[src/rtl/aw_fifo_drain_if.sv]
// Bundle between the AW CDC FIFO read port, the AXI AW/B channels and the drain block.
// master: the drain block (pops the FIFO, drives AW, accepts B); slave: the FIFO/interconnect side.
interface aw_fifo_drain_if;
  // FIFO read port: fifo_rdata is meaningful only while fifo_rempty is low.
  logic [44:0] fifo_rdata;
  logic        fifo_rempty;
  logic        fifo_rpop;

  // AXI handshake rule for AW and B: a transfer happens on an ACLK rising edge where
  // VALID and READY are both high; VALID, once raised, stays high with a stable payload
  // until that edge, and READY may change at any time.
  logic [3:0]  AWID_M;
  logic [31:0] AWADDR_M;
  logic [3:0]  AWLEN_M;
  logic [2:0]  AWSIZE_M;
  logic [1:0]  AWBURST_M;
  logic        AWVALID_M;
  logic        AWREADY_M;
  logic        BVALID_M;
  logic        BREADY_M;

  modport master (
    input  fifo_rdata, fifo_rempty, AWREADY_M, BVALID_M,
    output fifo_rpop, AWID_M, AWADDR_M, AWLEN_M, AWSIZE_M, AWBURST_M, AWVALID_M, BREADY_M
  );

  modport slave (
    output fifo_rdata, fifo_rempty, AWREADY_M, BVALID_M,
    input  fifo_rpop, AWID_M, AWADDR_M, AWLEN_M, AWSIZE_M, AWBURST_M, AWVALID_M, BREADY_M
  );
endinterface

[src/rtl/aw_fifo_drain.sv]
// Drains packed AW words from the AW CDC FIFO onto the AXI AW channel, bounding in-flight bursts.
// Optional macro AW_DRAIN_ERR_EN adds b_unexp_err (unexpected B) and aw_stall_cyc (AW stall counter).
module aw_fifo_drain #(
  parameter  int MAX_OUTST = 4,
  localparam int CNT_W     = $clog2(MAX_OUTST + 1)
) (
  input  logic             ACLK,
  input  logic             ARESETn,
  aw_fifo_drain_if.master  bus,
  output logic [CNT_W-1:0] outst_cnt,
  output logic             state_dbg
`ifdef AW_DRAIN_ERR_EN
  ,
  output logic             b_unexp_err,
  output logic [15:0]      aw_stall_cyc
`endif
);

  typedef enum logic {IDLE = 1'b0, SEND = 1'b1} state_t;

  localparam logic [CNT_W-1:0] MAX_CNT = CNT_W'(MAX_OUTST);
  localparam logic [CNT_W:0]   MAX_SUM = (CNT_W + 1)'(MAX_OUTST);

  state_t           state, state_nxt;
  logic             aw_hs, b_hs, load_ok;
  logic [CNT_W:0]   cnt_sum;
  logic [CNT_W-1:0] cnt_nxt;

  assign bus.AWVALID_M = (state == SEND);
  assign state_dbg     = (state == SEND);

  // A handshake this cycle frees the output register but adds one more in-flight burst,
  // so it is counted before deciding whether the next word may be loaded.
  always_comb begin
    aw_hs        = bus.AWVALID_M && bus.AWREADY_M;
    bus.BREADY_M = (outst_cnt != '0);
    b_hs         = bus.BVALID_M && bus.BREADY_M;
    cnt_sum      = {1'b0, outst_cnt} + (CNT_W + 1)'(aw_hs);
    load_ok      = !bus.fifo_rempty && (cnt_sum < MAX_SUM);
    bus.fifo_rpop = load_ok && ((state == IDLE) || aw_hs);
  end

  always_comb begin
    state_nxt = state;
    case (state)
      IDLE: if (bus.fifo_rpop) state_nxt = SEND;
      SEND: if (aw_hs && !bus.fifo_rpop) state_nxt = IDLE;
      default: state_nxt = IDLE;
    endcase
  end

  always_ff @(posedge ACLK or negedge ARESETn) begin
    if (!ARESETn) state <= IDLE;
    else          state <= state_nxt;
  end

  always_ff @(posedge ACLK or negedge ARESETn) begin
    if (!ARESETn) begin
      bus.AWID_M    <= '0;
      bus.AWADDR_M  <= '0;
      bus.AWLEN_M   <= '0;
      bus.AWSIZE_M  <= '0;
      bus.AWBURST_M <= '0;
    end else if (bus.fifo_rpop) begin
      bus.AWBURST_M <= bus.fifo_rdata[1:0];
      bus.AWSIZE_M  <= bus.fifo_rdata[4:2];
      bus.AWLEN_M   <= bus.fifo_rdata[8:5];
      bus.AWADDR_M  <= bus.fifo_rdata[40:9];
      bus.AWID_M    <= bus.fifo_rdata[44:41];
    end
  end

  // Simultaneous AW and B handshakes cancel; the bounds guard against wrap either way.
  always_comb begin
    cnt_nxt = outst_cnt;
    if (aw_hs && !b_hs && (outst_cnt != MAX_CNT))
      cnt_nxt = outst_cnt + CNT_W'(1);
    else if (b_hs && !aw_hs && (outst_cnt != '0))
      cnt_nxt = outst_cnt - CNT_W'(1);
  end

  always_ff @(posedge ACLK or negedge ARESETn) begin
    if (!ARESETn) outst_cnt <= '0;
    else          outst_cnt <= cnt_nxt;
  end

`ifdef AW_DRAIN_ERR_EN
  logic b_unexp_q;
  logic b_unexp_now;

  assign b_unexp_now = bus.BVALID_M && (outst_cnt == '0);

  always_ff @(posedge ACLK or negedge ARESETn) begin
    if (!ARESETn) begin
      b_unexp_q   <= 1'b0;
      b_unexp_err <= 1'b0;
    end else begin
      b_unexp_q <= b_unexp_now;
      if (b_unexp_q && b_unexp_now) b_unexp_err <= 1'b1;
    end
  end

  always_ff @(posedge ACLK or negedge ARESETn) begin
    if (!ARESETn)
      aw_stall_cyc <= '0;
    else if (aw_hs)
      aw_stall_cyc <= '0;
    else if ((state == SEND) && !bus.AWREADY_M && (aw_stall_cyc != 16'hFFFF))
      aw_stall_cyc <= aw_stall_cyc + 16'd1;
  end
`endif

endmodule

[src/flat_wrapper.sv]
// flat-port wrapper written by rule: the top's interface ports become plain ports
module aw_fifo_drain_flat 
#(
  parameter  int MAX_OUTST = 4,
  localparam int CNT_W     = $clog2(MAX_OUTST + 1)
)
  (ACLK, ARESETn, outst_cnt, state_dbg, bus_fifo_rdata, bus_fifo_rempty, bus_AWREADY_M, bus_BVALID_M, bus_fifo_rpop, bus_AWID_M, bus_AWADDR_M, bus_AWLEN_M, bus_AWSIZE_M, bus_AWBURST_M, bus_AWVALID_M, bus_BREADY_M);
  aw_fifo_drain_if bus_i ();
  input  logic ACLK;
  input  logic ARESETn;
  output logic [CNT_W-1:0] outst_cnt;
  output logic state_dbg;
  input wire logic [$bits(bus_i.fifo_rdata)-1:0] bus_fifo_rdata;
  input wire logic [$bits(bus_i.fifo_rempty)-1:0] bus_fifo_rempty;
  input wire logic [$bits(bus_i.AWREADY_M)-1:0] bus_AWREADY_M;
  input wire logic [$bits(bus_i.BVALID_M)-1:0] bus_BVALID_M;
  output wire logic [$bits(bus_i.fifo_rpop)-1:0] bus_fifo_rpop;
  output wire logic [$bits(bus_i.AWID_M)-1:0] bus_AWID_M;
  output wire logic [$bits(bus_i.AWADDR_M)-1:0] bus_AWADDR_M;
  output wire logic [$bits(bus_i.AWLEN_M)-1:0] bus_AWLEN_M;
  output wire logic [$bits(bus_i.AWSIZE_M)-1:0] bus_AWSIZE_M;
  output wire logic [$bits(bus_i.AWBURST_M)-1:0] bus_AWBURST_M;
  output wire logic [$bits(bus_i.AWVALID_M)-1:0] bus_AWVALID_M;
  output wire logic [$bits(bus_i.BREADY_M)-1:0] bus_BREADY_M;
  assign bus_i.fifo_rdata = bus_fifo_rdata;
  assign bus_i.fifo_rempty = bus_fifo_rempty;
  assign bus_i.AWREADY_M = bus_AWREADY_M;
  assign bus_i.BVALID_M = bus_BVALID_M;
  assign bus_fifo_rpop = bus_i.fifo_rpop;
  assign bus_AWID_M = bus_i.AWID_M;
  assign bus_AWADDR_M = bus_i.AWADDR_M;
  assign bus_AWLEN_M = bus_i.AWLEN_M;
  assign bus_AWSIZE_M = bus_i.AWSIZE_M;
  assign bus_AWBURST_M = bus_i.AWBURST_M;
  assign bus_AWVALID_M = bus_i.AWVALID_M;
  assign bus_BREADY_M = bus_i.BREADY_M;
  aw_fifo_drain #(.MAX_OUTST(MAX_OUTST)) u_core (.ACLK(ACLK), .ARESETn(ARESETn), .bus(bus_i), .outst_cnt(outst_cnt), .state_dbg(state_dbg));
endmodule
[config.mk]
export PLATFORM = sky130hd
export DESIGN_NAME = aw_fifo_drain_flat
export DESIGN_NICKNAME = d
export VERILOG_FILES = /design/src/rtl/aw_fifo_drain_if.sv /design/src/rtl/aw_fifo_drain.sv /design/src/flat_wrapper.sv
export SDC_FILE = /design/constraint.sdc
export NUM_CORES = 1
export LEC_CHECK = 0
export BUFFER_PORTS_ARGS = -buffer_cell sky130_fd_sc_hd__buf_4
export CAP_MARGIN = 20
export CORE_UTILIZATION = 25
export CTS_CLUSTER_SIZE = 24
export DETAILED_ROUTE_END_ITERATION = 10
export PLACE_DENSITY = 0.45
export SLEW_MARGIN = 20
export SYNTH_ARGS = -nofsm -noshare
export SYNTH_HDL_FRONTEND = slang
export SYNTH_SLANG_ARGS = --single-unit
[constraint.sdc]
create_clock -name ACLK -period 6.5 [get_ports ACLK]
set_clock_uncertainty 0.05 [all_clocks]
set_input_delay 1.3 -clock ACLK [delete_from_list [all_inputs] [get_ports ACLK]]
set_output_delay 1.3 -clock ACLK [all_outputs]
set_load 0.03 [all_outputs]
==> flow_summary.toml, run 1 <==
[detailed_routing]
first_iter_violations = 40
drtAntennaViolNets = 0
routed_via_density = 4.32
detailedRoute.firstPassIterationCount = 4
drc = 0
wl_met3_um = 327
route.final.wire_length_mm = 4.50
top_routing_layer_in_use = "met4"
detailroute.via_count = 1473
route.met2.wl_mm = 2.02
m1WireLength_mm = 2.10
routed_wire_length_per_instance_um = 13.2

[synth]
synth_top_family_by_area = "multiplexers"
yosys.area_share.adder = 0.00969
area_fraction_in_compound_gates_after_synthesis = 0.0757
synth_mux_area_frac = 0.245
synth-seq-cells = 49
syn-cell-area_sq_um = 2070
synth_fp_nets = 190
yosysUniqueCellTypes = 30
seq_area_frac_synth = 0.594
synth_simple_gate_area_share = 0.0376
post_synth_inst_count = 139
synthXorXnorAreaFrac = 0
ys_warns = 0
synthesis.area_per_instance_sq_um = 14.9

[sta]
final_setup_violation_count = 0
post-route-min-period_ps = 4050
worst_slew_margin_rel = 0.577
finalCritPeriodShare = 0.623
report.final.hold_viol_count = 0
worst_pin_slew_ps = 635
timing.final.max_slew_violations = 0
rsz0062_at_grt = "false"
clock.fmax_ghz = 0.247
totalNegativeSetupSlack_ps = 0

[die]
core-area_sq_um = 7850
initial_core_utilization = 0.263
fp-row-count = 32
die_area_sq_um = 8630
die_height_um = 92.9
boundaryPins = 102
die-width_um = 92.9

[placement]
port_buffers = 101
placed_area_sq_um = 2890
finalWeightedCongestion = 0.688
place_hpwl_mm = 3.13

[global_routing]
grt_antenna_before_repair = 0
largest_net_degree_at_the_start_of_global_routing = 50
grt_first_pass_wirelength_mm = 7.23
grt.total_usage = 0.109
vias_in_the_first_global_route = 1446
grt-ovfl-total = 0

[clocking]
root_buffer = "sky130_fd_sc_hd__clkbuf_8"
max-clock-path-buffers = 2
h-tree-depth = 2
worst_setup_hold_path_clk_slew_ps = 90
post_cts_hold_buffer_count = 0
cts-buffers-inserted = 5
cts_tree = "done"
post_cts_resize_count = 0
cts_setup_buffers = 0
clock_sinks = 49
worstSkewPairLatency_ps = 290

[layout]
final_layout_size_suffix_gt1_frac = 0.661
layout_nets = 289
layout_overhead_on_the_synthesized_area_pct = 45.6
num_antenna_cells = 0
layout.cell_area.non_filler_sq_um = 3010

[critical_path]
crit_path_frequent_cell = "sky130_fd_sc_hd__buf_4"
cp_cell_sequence = "buf_4 -> a21bo_2 -> a211oi_4 -> buf_4 -> buf_4"
worst_path_largest_cell_delay_ps = 510
cp_slowest_cell = "sky130_fd_sc_hd__buf_4"
kind_of_end_point_of_the_critical_path = "primary output"
crit_required_ps = 5150
startpoint_type = "primary input"
worstSetupPathType = "primary input to primary output"
crit_path_arrival_time_ps = 2700
timing.critical_path.fanout_max = 46

[pwr]
power_leakage_nw = 1.37
power_density_nw_per_um2 = 579
ir_drop_mv = 0.245

[status]
outcome = "completed"

[worst_hold_path]
holdCritPathClass = "register to register"

[job]
cap_violations = 0
[per-layer routing]
layer,track usage,vias to the layer above
met3,0.0312,6
li1,-,691
met4,0.0346,0
met2,0.168,67
met1,0.146,709
met5,0,-
[path summary, 6_finish.rpt]
kind                                                    start                             endpoint  slack, ps  depth (start not counted)
max                                             bus_AWREADY_M                        bus_fifo_rpop       2450                          5
max in group asynchronous                             ARESETn  u_core.bus.AWADDR_M[14]$_DFFE_PN0P_       5010                          1
min in group asynchronous                             ARESETn   u_core.bus.AWADDR_M[8]$_DFFE_PN0P_        960                          1
min reg2reg                u_core.bus.AWADDR_M[7]$_DFFE_PN0P_   u_core.bus.AWADDR_M[7]$_DFFE_PN0P_        460                          1
min                        u_core.bus.AWADDR_M[7]$_DFFE_PN0P_   u_core.bus.AWADDR_M[7]$_DFFE_PN0P_        460                          1
max reg2reg                   u_core.outst_cnt[2]$_DFFE_PN0P_      u_core.outst_cnt[2]$_DFFE_PN0P_       4300                          6
[placed cells by master (no fill, tap or decap)]
| cell | synthesis | routed |
|---|---|---|
| sky130_fd_sc_hd__clkinvlp_4 | 0 | 1 |
| sky130_fd_sc_hd__o21ai_0 | 4 | 4 |
| sky130_fd_sc_hd__mux2_2 | 44 | 44 |
| sky130_fd_sc_hd__o211ai_1 | 2 | 2 |
| sky130_fd_sc_hd__o21a_1 | 1 | 1 |
| sky130_fd_sc_hd__nand3_1 | 3 | 3 |
| sky130_fd_sc_hd__buf_4 | 1 | 102 |
| sky130_fd_sc_hd__a21bo_2 | 2 | 2 |
| sky130_fd_sc_hd__o22a_1 | 2 | 2 |
| sky130_fd_sc_hd__and2_1 | 1 | 1 |
| sky130_fd_sc_hd__nand4bb_1 | 1 | 1 |
| sky130_fd_sc_hd__nor2_1 | 2 | 2 |
| sky130_fd_sc_hd__mux2_1 | 1 | 1 |
| sky130_fd_sc_hd__bufinv_16 | 0 | 1 |
| sky130_fd_sc_hd__o221ai_1 | 1 | 1 |
| sky130_fd_sc_hd__a2bb2oi_1 | 1 | 1 |
| sky130_fd_sc_hd__a211oi_4 | 1 | 1 |
| sky130_fd_sc_hd__dfrtp_1 | 49 | 49 |
| sky130_fd_sc_hd__nand2b_1 | 1 | 1 |
| sky130_fd_sc_hd__o32a_1 | 1 | 1 |
| sky130_fd_sc_hd__nand2_1 | 2 | 2 |
| sky130_fd_sc_hd__inv_1 | 2 | 2 |
| sky130_fd_sc_hd__nor2b_1 | 1 | 1 |
| sky130_fd_sc_hd__a311o_1 | 1 | 1 |
| sky130_fd_sc_hd__nor3_1 | 1 | 1 |
| sky130_fd_sc_hd__clkbuf_8 | 0 | 6 |
| sky130_fd_sc_hd__o31a_1 | 1 | 1 |
| sky130_fd_sc_hd__or3_1 | 1 | 1 |
| sky130_fd_sc_hd__and3_1 | 1 | 1 |
| sky130_fd_sc_hd__o21ba_2 | 1 | 1 |
| sky130_fd_sc_hd__fa_1 | 1 | 1 |
[cells by family after synthesis]
family                   count (synthesis)
flip-flops                              49
multiplexers                            45
AO/OA/AOI/OAI                           18
AND/OR/NAND/NOR                         14
buffers and inverters                   12
adder cells (fa/ha/maj)                  1
[area by class of cell]
type / instances / area, sq um
tap: 102 / 128
clock inverter: 2 / 37.5
sequential: 49 / 1230
multi-input combinational: 78 / 761
timing repair buffer: 102 / 766
fill: 789 / 4840
inverter: 2 / 7.51
clock buffer: 6 / 82.6
[state kept, by name, indices dropped and copies added (netlist names)]
register,cells
u_core.outst_cnt,3
u_core.bus.AWBURST_M,2
u_core.bus.AWADDR_M,32
u_core.bus.AWLEN_M,4
u_core.bus.AWVALID_M,1
u_core.bus.AWID_M,4
u_core.bus.AWSIZE_M,3
[Yosys cell counts]
master,instances,area [sq um]
sky130_fd_sc_hd__nor3_1,1,5.00
sky130_fd_sc_hd__o221ai_1,1,8.76
sky130_fd_sc_hd__mux2_1,1,11.3
sky130_fd_sc_hd__nand4bb_1,1,11.3
sky130_fd_sc_hd__nand3_1,3,15.0
sky130_fd_sc_hd__nor2_1,2,7.51
sky130_fd_sc_hd__o21ba_2,1,10.0
sky130_fd_sc_hd__clkbuf_1,5,18.8
sky130_fd_sc_hd__or3_1,1,6.26
sky130_fd_sc_hd__dfrtp_1,49,1230
sky130_fd_sc_hd__mux2_2,44,495
sky130_fd_sc_hd__o21a_1,1,7.51
sky130_fd_sc_hd__o21ai_0,4,20.0
sky130_fd_sc_hd__nand2_1,2,7.51
sky130_fd_sc_hd__o31a_1,1,8.76
sky130_fd_sc_hd__fa_1,1,20.0
sky130_fd_sc_hd__a2bb2oi_1,1,8.76
sky130_fd_sc_hd__and3_1,1,6.26
sky130_fd_sc_hd__nor2b_1,1,6.26
sky130_fd_sc_hd__buf_6,4,45.0
sky130_fd_sc_hd__a21bo_2,2,20.0
sky130_fd_sc_hd__inv_1,2,7.51
sky130_fd_sc_hd__a211oi_4,1,20.0
sky130_fd_sc_hd__nand2b_1,1,6.26
sky130_fd_sc_hd__a311o_1,1,10.0
sky130_fd_sc_hd__o22a_1,2,17.5
sky130_fd_sc_hd__o211ai_1,2,15.0
sky130_fd_sc_hd__o32a_1,1,10.0
sky130_fd_sc_hd__and2_1,1,6.26
sky130_fd_sc_hd__buf_4,1,7.51
[worst max-delay path: cells and delay by family]
| family | cells | cell delay [ps] |
|---|---|---|
| compound gates | 2 | 450 |
| buf+inv | 3 | 900 |
[where the power goes]
part	switching [mW]	internal (mW)	leakage, nW
Combinational	0.522	0.419	0.740
Clock	0.105	0.125	0.0574
Sequential	0.108	0.461	0.576
[per-stage QoR]
step           instances  power [mW]  worst slack (ps)  utilization  hold slack (ps)
2_1_floorplan        139        1.20              2920            -              639
3_3_place_gp         333        1.53              2410        0.368              420
3_5_place_dp         333        1.53              2420        0.368              438
4_1_cts              341        1.77              2410        0.383              461
5_1_grt              341        1.85              2360        0.383              482
6_report             341        1.74              2450        0.383              456
(Power assumes the default switching activity.)
==> run 2, diff against run 1 <==
--- a/config.mk
+++ b/config.mk
@@ -5,12 +5,13 @@
 export SDC_FILE = /design/constraint.sdc
 export NUM_CORES = 1
 export LEC_CHECK = 0
+export ABC_AREA = 1
 export BUFFER_PORTS_ARGS = -buffer_cell sky130_fd_sc_hd__buf_4
 export CAP_MARGIN = 20
 export CORE_UTILIZATION = 25
 export CTS_CLUSTER_SIZE = 24
 export DETAILED_ROUTE_END_ITERATION = 10
-export PLACE_DENSITY = 0.45
+export PLACE_DENSITY = 0.47
 export SLEW_MARGIN = 20
 export SYNTH_ARGS = -nofsm -noshare
 export SYNTH_HDL_FRONTEND = slang
==> constraint.sdc (replaced) <==
create_clock -name ACLK -period 3.3 [get_ports ACLK]
set_clock_uncertainty 0.05 [all_clocks]
set_input_delay 0.66 -clock ACLK [delete_from_list [all_inputs] [get_ports ACLK]]
set_output_delay 0.66 -clock ACLK [all_outputs]
set_load 0.03 [all_outputs]
==> flow_summary.toml, run 2 <==
[clocking]
cts_setup_buffers = 0
worst_setup_hold_path_clk_slew_ps = 90
cts-buffers-inserted = 5
clock_sinks = 49
root_buffer = "sky130_fd_sc_hd__clkbuf_8"
post_cts_hold_buffer_count = 0
cts_tree = "done"
h-tree-depth = 2
worstSkewPairLatency_ps = 290
max-clock-path-buffers = 2
post_cts_resize_count = 0

[critical_path]
crit_path_arrival_time_ps = 1300
worst_path_dominant_cell_family = "buffers and inverters"
worst_path_largest_cell_delay_ps = 170
kind_of_end_point_of_the_critical_path = "primary output"
startpoint_type = "primary input"
r2r_setup_slack_ps = 1580
timing.critical_path.fanout_max = 3
crit_required_ps = 2590
worstSetupPathType = "primary input to primary output"
crit_buf_inv = 4
cp_slowest_cell = "sky130_fd_sc_hd__buf_4"
cp_cell_sequence = "buf_4 -> nand2_1 -> inv_2 -> nand3_2 -> o211ai_4 -> inv_2 -> buf_4"

[worst_hold_path]
holdCritPathClass = "primary input to async pin"

[synth]
synth.area.top_cells = "sky130_fd_sc_hd__dfrtp_1 (62%), sky130_fd_sc_hd__nand2_1 (28%), sky130_fd_sc_hd__buf_6 (2.9%), sky130_fd_sc_hd__inv_1 (1.1%), sky130_fd_sc_hd__buf_2 (1.0%)"
yosysUniqueCellTypes = 13
synth-seq-cells = 49
dominantRegCellSynth = "sky130_fd_sc_hd__dfrtp_1"
post_synth_inst_count = 225
synth.most_common_cell = "sky130_fd_sc_hd__nand2_1"
synth_top_area_cell = "sky130_fd_sc_hd__dfrtp_1"
yosys-top-cells-count = "sky130_fd_sc_hd__nand2_1 (147), sky130_fd_sc_hd__dfrtp_1 (49), sky130_fd_sc_hd__inv_1 (6)"
yosys.area.top_type_share = 0.621
postSynth.asyncResetShare = 1.00
synth_enable_flop_cells = 0
seq_area_frac_synth = 0.621
syn-cell-area_sq_um = 1970
synth_fp_nets = 276
synthesis.area_per_instance_sq_um = 8.77
ys_warns = 0

[global_routing]
grt_first_pass_wirelength_mm = 7.61
grt.total_usage = 0.115
largest_net_degree_at_the_start_of_global_routing = 50
vias_in_the_first_global_route = 1665
grt_antenna_before_repair = 0
grt-ovfl-total = 0

[sta]
worst_pin_slew_ps = 609
totalNegativeSetupSlack_ps = 0
worst_slew_margin_rel = 0.594
timing.hold.ws_ps = 323
report.final.hold_viol_count = 0
final_setup_violation_count = 0
clock.fmax_ghz = 0.498
finalCritPeriodShare = 0.608
timing.final.max_slew_violations = 0
layout_setup_ws_ps = 1290
post-route-min-period_ps = 2010
rsz0062_at_grt = "false"

[pwr]
clock_power_share = 0.123
power_frac_seq = 0.343
ir_drop_mv = 0.340
comb_power_share = 0.535
power_mw = 3.10
p_switching_mw = 1.44
power.share.switching = 0.463
power_density_nw_per_um2 = 1070
cellInternalPower_mw = 1.67
power_leakage_nw = 1.66

[detailed_routing]
route.final.wire_length_mm = 4.60
top_routing_layer_in_use = "met4"
m1WireLength_mm = 2.08
detailroute.via_count = 1706
routed_wire_length_per_instance_um = 10.7
route.met2.wl_mm = 2.14
drtAntennaViolNets = 0
wl_met3_um = 337
routed_via_density = 3.99
drc = 0
first_iter_violations = 50
detailedRoute.firstPassIterationCount = 4

[job]
cap_violations = 0

[layout]
largestRegisters = "u_core.bus.AWADDR_M x32, u_core.bus.AWID_M x4, u_core.bus.AWLEN_M x4"
num_antenna_cells = 0
layout_overhead_on_the_synthesized_area_pct = 47.0
largest_register_ffs = 32
leading_cell_type_in_the_layout_fill_and_taps_excluded = "sky130_fd_sc_hd__nand2_1"
layout_nets = 376
final_layout_size_suffix_gt1_frac = 0.353
top_register = "u_core.bus.AWADDR_M"
final_cell_mix = "sky130_fd_sc_hd__nand2_1 (147), sky130_fd_sc_hd__buf_4 (103), sky130_fd_sc_hd__dfrtp_1 (49)"

[die]
boundaryPins = 102
die-width_um = 90.8
core-area_sq_um = 7690
die_area_sq_um = 8250
die_height_um = 90.8
initial_core_utilization = 0.257
fp-row-count = 32

[placement]
detailedPlace.worstSlack_ps = 1290
port_buffers = 101
finalWeightedCongestion = 0.668
place_hpwl_mm = 3.05

[status]
outcome = "completed"
run 2: cell types whose count changed after synthesis, moves of 2 or more:
cell,before,now
sky130_fd_sc_hd__nand2_1,2,147
sky130_fd_sc_hd__mux2_2,44,0
sky130_fd_sc_hd__clkbuf_1,5,0
sky130_fd_sc_hd__buf_2,0,4
sky130_fd_sc_hd__inv_1,2,6
sky130_fd_sc_hd__a21bo_2,2,0
sky130_fd_sc_hd__inv_2,0,2
sky130_fd_sc_hd__o211ai_1,2,0
sky130_fd_sc_hd__o22a_1,2,0
run 2: cells by family after synthesis:
logic type | share of synthesized area
simple gates | 0.297
fa+ha+maj | 0.0101
compound gates | 0.0139
buf+inv | 0.0577
flops | 0.621
run 2: layout make-up:
cell class | instances | area, sq um
flip-flops and latches | 49 | 1230
fillers | 810 | 4790
clock buffers | 7 | 96.3
clock inverters | 1 | 5.00
repair buffers | 103 | 773
well taps | 102 | 128
inverters | 8 | 30.0
multi-input cells | 158 | 642
run 2: through the flow:
step           cells  utilization  instance area [sq um]
4_1_cts          428        0.377                   2900
3_3_place_gp     420        0.364                   2800
2_1_floorplan    225            -                   1970
6_report         428        0.377                   2900
5_1_grt          428        0.377                   2900
3_5_place_dp     420        0.364                   2800
run 2: routing by layer:
metal / GRT usage / vias to the layer above
met5: 0 / -
met2: 0.188 / 62
met3: 0.0362 / 4
met1: 0.145 / 770
li1: - / 870
met4: 0.0331 / 0
run 2: power groups by stage:
stage | registers (mW) | clock network [mW] | logic [mW]
2_1_floorplan | 1.62 | 0 | 0.502
3_3_place_gp | 1.08 | 0 | 1.68
3_5_place_dp | 1.07 | 0 | 1.69
4_1_cts | 1.07 | 0.408 | 1.69
5_1_grt | 1.10 | 0.422 | 1.80
6_report | 1.06 | 0.381 | 1.66
run 2: worst paths after layout:
kind / start / cells past startpoint / to
worst max-delay path: bus_AWREADY_M / 7 / bus_fifo_rpop
worst min-delay path: ARESETn / 1 / u_core.bus.AWADDR_M[18]$_DFFE_PN0P_
worst max register to register: u_core.outst_cnt[0]$_DFFE_PN0P_ / 9 / u_core.outst_cnt[2]$_DFFE_PN0P_
worst min register to register: u_core.bus.AWADDR_M[18]$_DFFE_PN0P_ / 2 / u_core.bus.AWADDR_M[18]$_DFFE_PN0P_
max in group asynchronous: ARESETn / 1 / u_core.bus.AWADDR_M[28]$_DFFE_PN0P_
min in group ACLK: u_core.bus.AWADDR_M[18]$_DFFE_PN0P_ / 2 / u_core.bus.AWADDR_M[18]$_DFFE_PN0P_
run 2: worst register-to-register path, cell delays in order, from the launching register on:
cell and delay, ps:
sky130_fd_sc_hd__dfrtp_1 470, sky130_fd_sc_hd__inv_1 110, sky130_fd_sc_hd__nand3_1 130, sky130_fd_sc_hd__nand2_1 90, sky130_fd_sc_hd__nand2_1 100, sky130_fd_sc_hd__fa_1 390, sky130_fd_sc_hd__inv_1 60, sky130_fd_sc_hd__nand2_1 60
sky130_fd_sc_hd__nand3_1 90, sky130_fd_sc_hd__nand2_1 50
==> run 3, diff against run 2 <==
==> constraint.sdc (replaced) <==
create_clock -name ACLK -period 1.75 [get_ports ACLK]
set_clock_uncertainty 0.05 [all_clocks]
set_input_delay 0.35 -clock ACLK [delete_from_list [all_inputs] [get_ports ACLK]]
set_output_delay 0.35 -clock ACLK [all_outputs]
set_load 0.03 [all_outputs]
==> flow_summary.toml, run 3 (synthesis results as in run 2) <==
[layout]
final_layout_size_suffix_gt1_frac = 0.378
layout_overhead_on_the_synthesized_area_pct = 50.9
final_core_util = 0.387
top_register = "u_core.bus.AWADDR_M"
layout_nets = 381
leading_cell_type_in_the_layout_fill_and_taps_excluded = "sky130_fd_sc_hd__nand2_1"
largest_register_ffs = 32
final_cell_mix = "sky130_fd_sc_hd__nand2_1 (146), sky130_fd_sc_hd__buf_4 (108), sky130_fd_sc_hd__dfrtp_1 (47)"
largestRegisters = "u_core.bus.AWADDR_M x32, u_core.bus.AWID_M x4, u_core.bus.AWLEN_M x4"
num_antenna_cells = 0

[worst_hold_path]
holdCritPathClass = "primary input to async pin"

[pwr]
power_density_nw_per_um2 = 2050
power_leakage_nw = 1.69
ir_drop_mv = 0.764

[die]
die_height_um = 90.8
boundaryPins = 102
fp-row-count = 32
initial_core_utilization = 0.257
die-width_um = 90.8
core-area_sq_um = 7690
die_area_sq_um = 8250

[sta]
report.final.hold_viol_count = 0
post-route-min-period_ps = 1660
worst_slew_margin_rel = 0.579
final_setup_violation_count = 0
rsz0062_at_grt = "false"
clock.fmax_ghz = 0.603
timing.final.max_slew_violations = 0
finalCritPeriodShare = 0.948
worst_pin_slew_ps = 632
totalNegativeSetupSlack_ps = 0

[critical_path]
startpoint_type = "register"
crit_path_arrival_time_ps = 1260
crit_required_ps = 1350
timing.critical_path.fanout_max = 3
r2r_setup_slack_ps = 120
kind_of_end_point_of_the_critical_path = "primary output"
worstSetupPathType = "register to primary output"

[clocking]
post_cts_hold_buffer_count = 0
root_buffer = "sky130_fd_sc_hd__clkbuf_8"
worst_setup_hold_path_clk_slew_ps = 80
max-clock-path-buffers = 2
worstSkewPairLatency_ps = 290
h-tree-depth = 2
cts-buffers-inserted = 5
cts_tree = "done"
clock_sinks = 49

[detailed_routing]
drc = 0
first_iter_violations = 62
detailroute.via_count = 1744
detailedRoute.firstPassIterationCount = 4
drtAntennaViolNets = 0
route.final.wire_length_mm = 4.94
routed_wire_length_per_instance_um = 11.4
routed_via_density = 4.03

[global_routing]
grt_antenna_before_repair = 0
grt.total_usage = 0.126
grt_first_pass_wirelength_mm = 8.16
vias_in_the_first_global_route = 1679
grt-ovfl-total = 0
largest_net_degree_at_the_start_of_global_routing = 50

[job]
cap_violations = 0

[placement]
finalWeightedCongestion = 0.697
place_hpwl_mm = 3.35
port_buffers = 101

[status]
outcome = "completed"
-- run 3: critical path, cell delays in order, from the launching register on --
cell                       delay [ps]
sky130_fd_sc_hd__dfrtp_1          400
sky130_fd_sc_hd__nand2_2           80
sky130_fd_sc_hd__inv_2             60
sky130_fd_sc_hd__nand3_2           80
sky130_fd_sc_hd__o211ai_4         100
sky130_fd_sc_hd__inv_2             80
sky130_fd_sc_hd__buf_4            170
-- run 3: repair_timing --
action                                  CTS  global route
hold endpoints to repair                  0             0
endpoints found under the setup margin    0             2
buffers inserted                          0             3
gates resized for setup                   0             2
-- run 3: worst paths after layout --
check | start | endpoint | cells after the start
max | u_core.bus.AWVALID_M$_DFF_PN0_ | bus_fifo_rpop | 6
min | ARESETn | u_core.bus.AWADDR_M[13]$_DFFE_PN0P_ | 1
max reg2reg | u_core.outst_cnt[0]$_DFFE_PN0P_ | u_core.outst_cnt[2]$_DFFE_PN0P_ | 9
min reg2reg | u_core.bus.AWID_M[1]$_DFFE_PN0P_ | u_core.bus.AWID_M[1]$_DFFE_PN0P_ | 2
max in group asynchronous | ARESETn | u_core.outst_cnt[0]$_DFFE_PN0P_ | 1
min in group ACLK | bus_fifo_rdata[11] | u_core.bus.AWADDR_M[2]$_DFFE_PN0P_ | 3
-- run 3: area by class of cell --
class	instances	area [sq um]
flip-flops and latches	49	1230
repair buffers	108	811
clock buffers	6	82.6
clock inverters	2	37.5
fillers	831	4710
multi-input cells	158	659
well taps	102	128
inverters	8	30.0
-- run 3: power by group --
part / switching, mW / leakage (nW) / total (mW) / internal (mW)
sequential: 0.321 / 0.605 / 2.00 / 1.67
combinational: 2.08 / 1.03 / 3.27 / 1.18
clock: 0.366 / 0.0574 / 0.830 / 0.465
total: 2.77 / 1.69 / 6.09 / 3.32
-- run 3: through the flow --
step                      total power, mW  hold slack (ps)  worst slack, ps  cell area [sq um]  std cells
final                                6.09             14.7             90.4               2980        433
after floorplan                      4.04             4.41            0.700               1990        225
after global placement               5.25              377              134               2830        422
after CTS                            6.15             47.1             7.54               2950        430
after detailed placement             5.27              379             95.4               2830        422
after global routing                 6.56             63.6             6.34               2980        433
-- run 3: routing by layer --
layer	share of wire	track usage
met4	0.0081	0.0397
met5	0	0
met2	0.46	0.197
met3	0.084	0.0404
met1	0.45	0.165
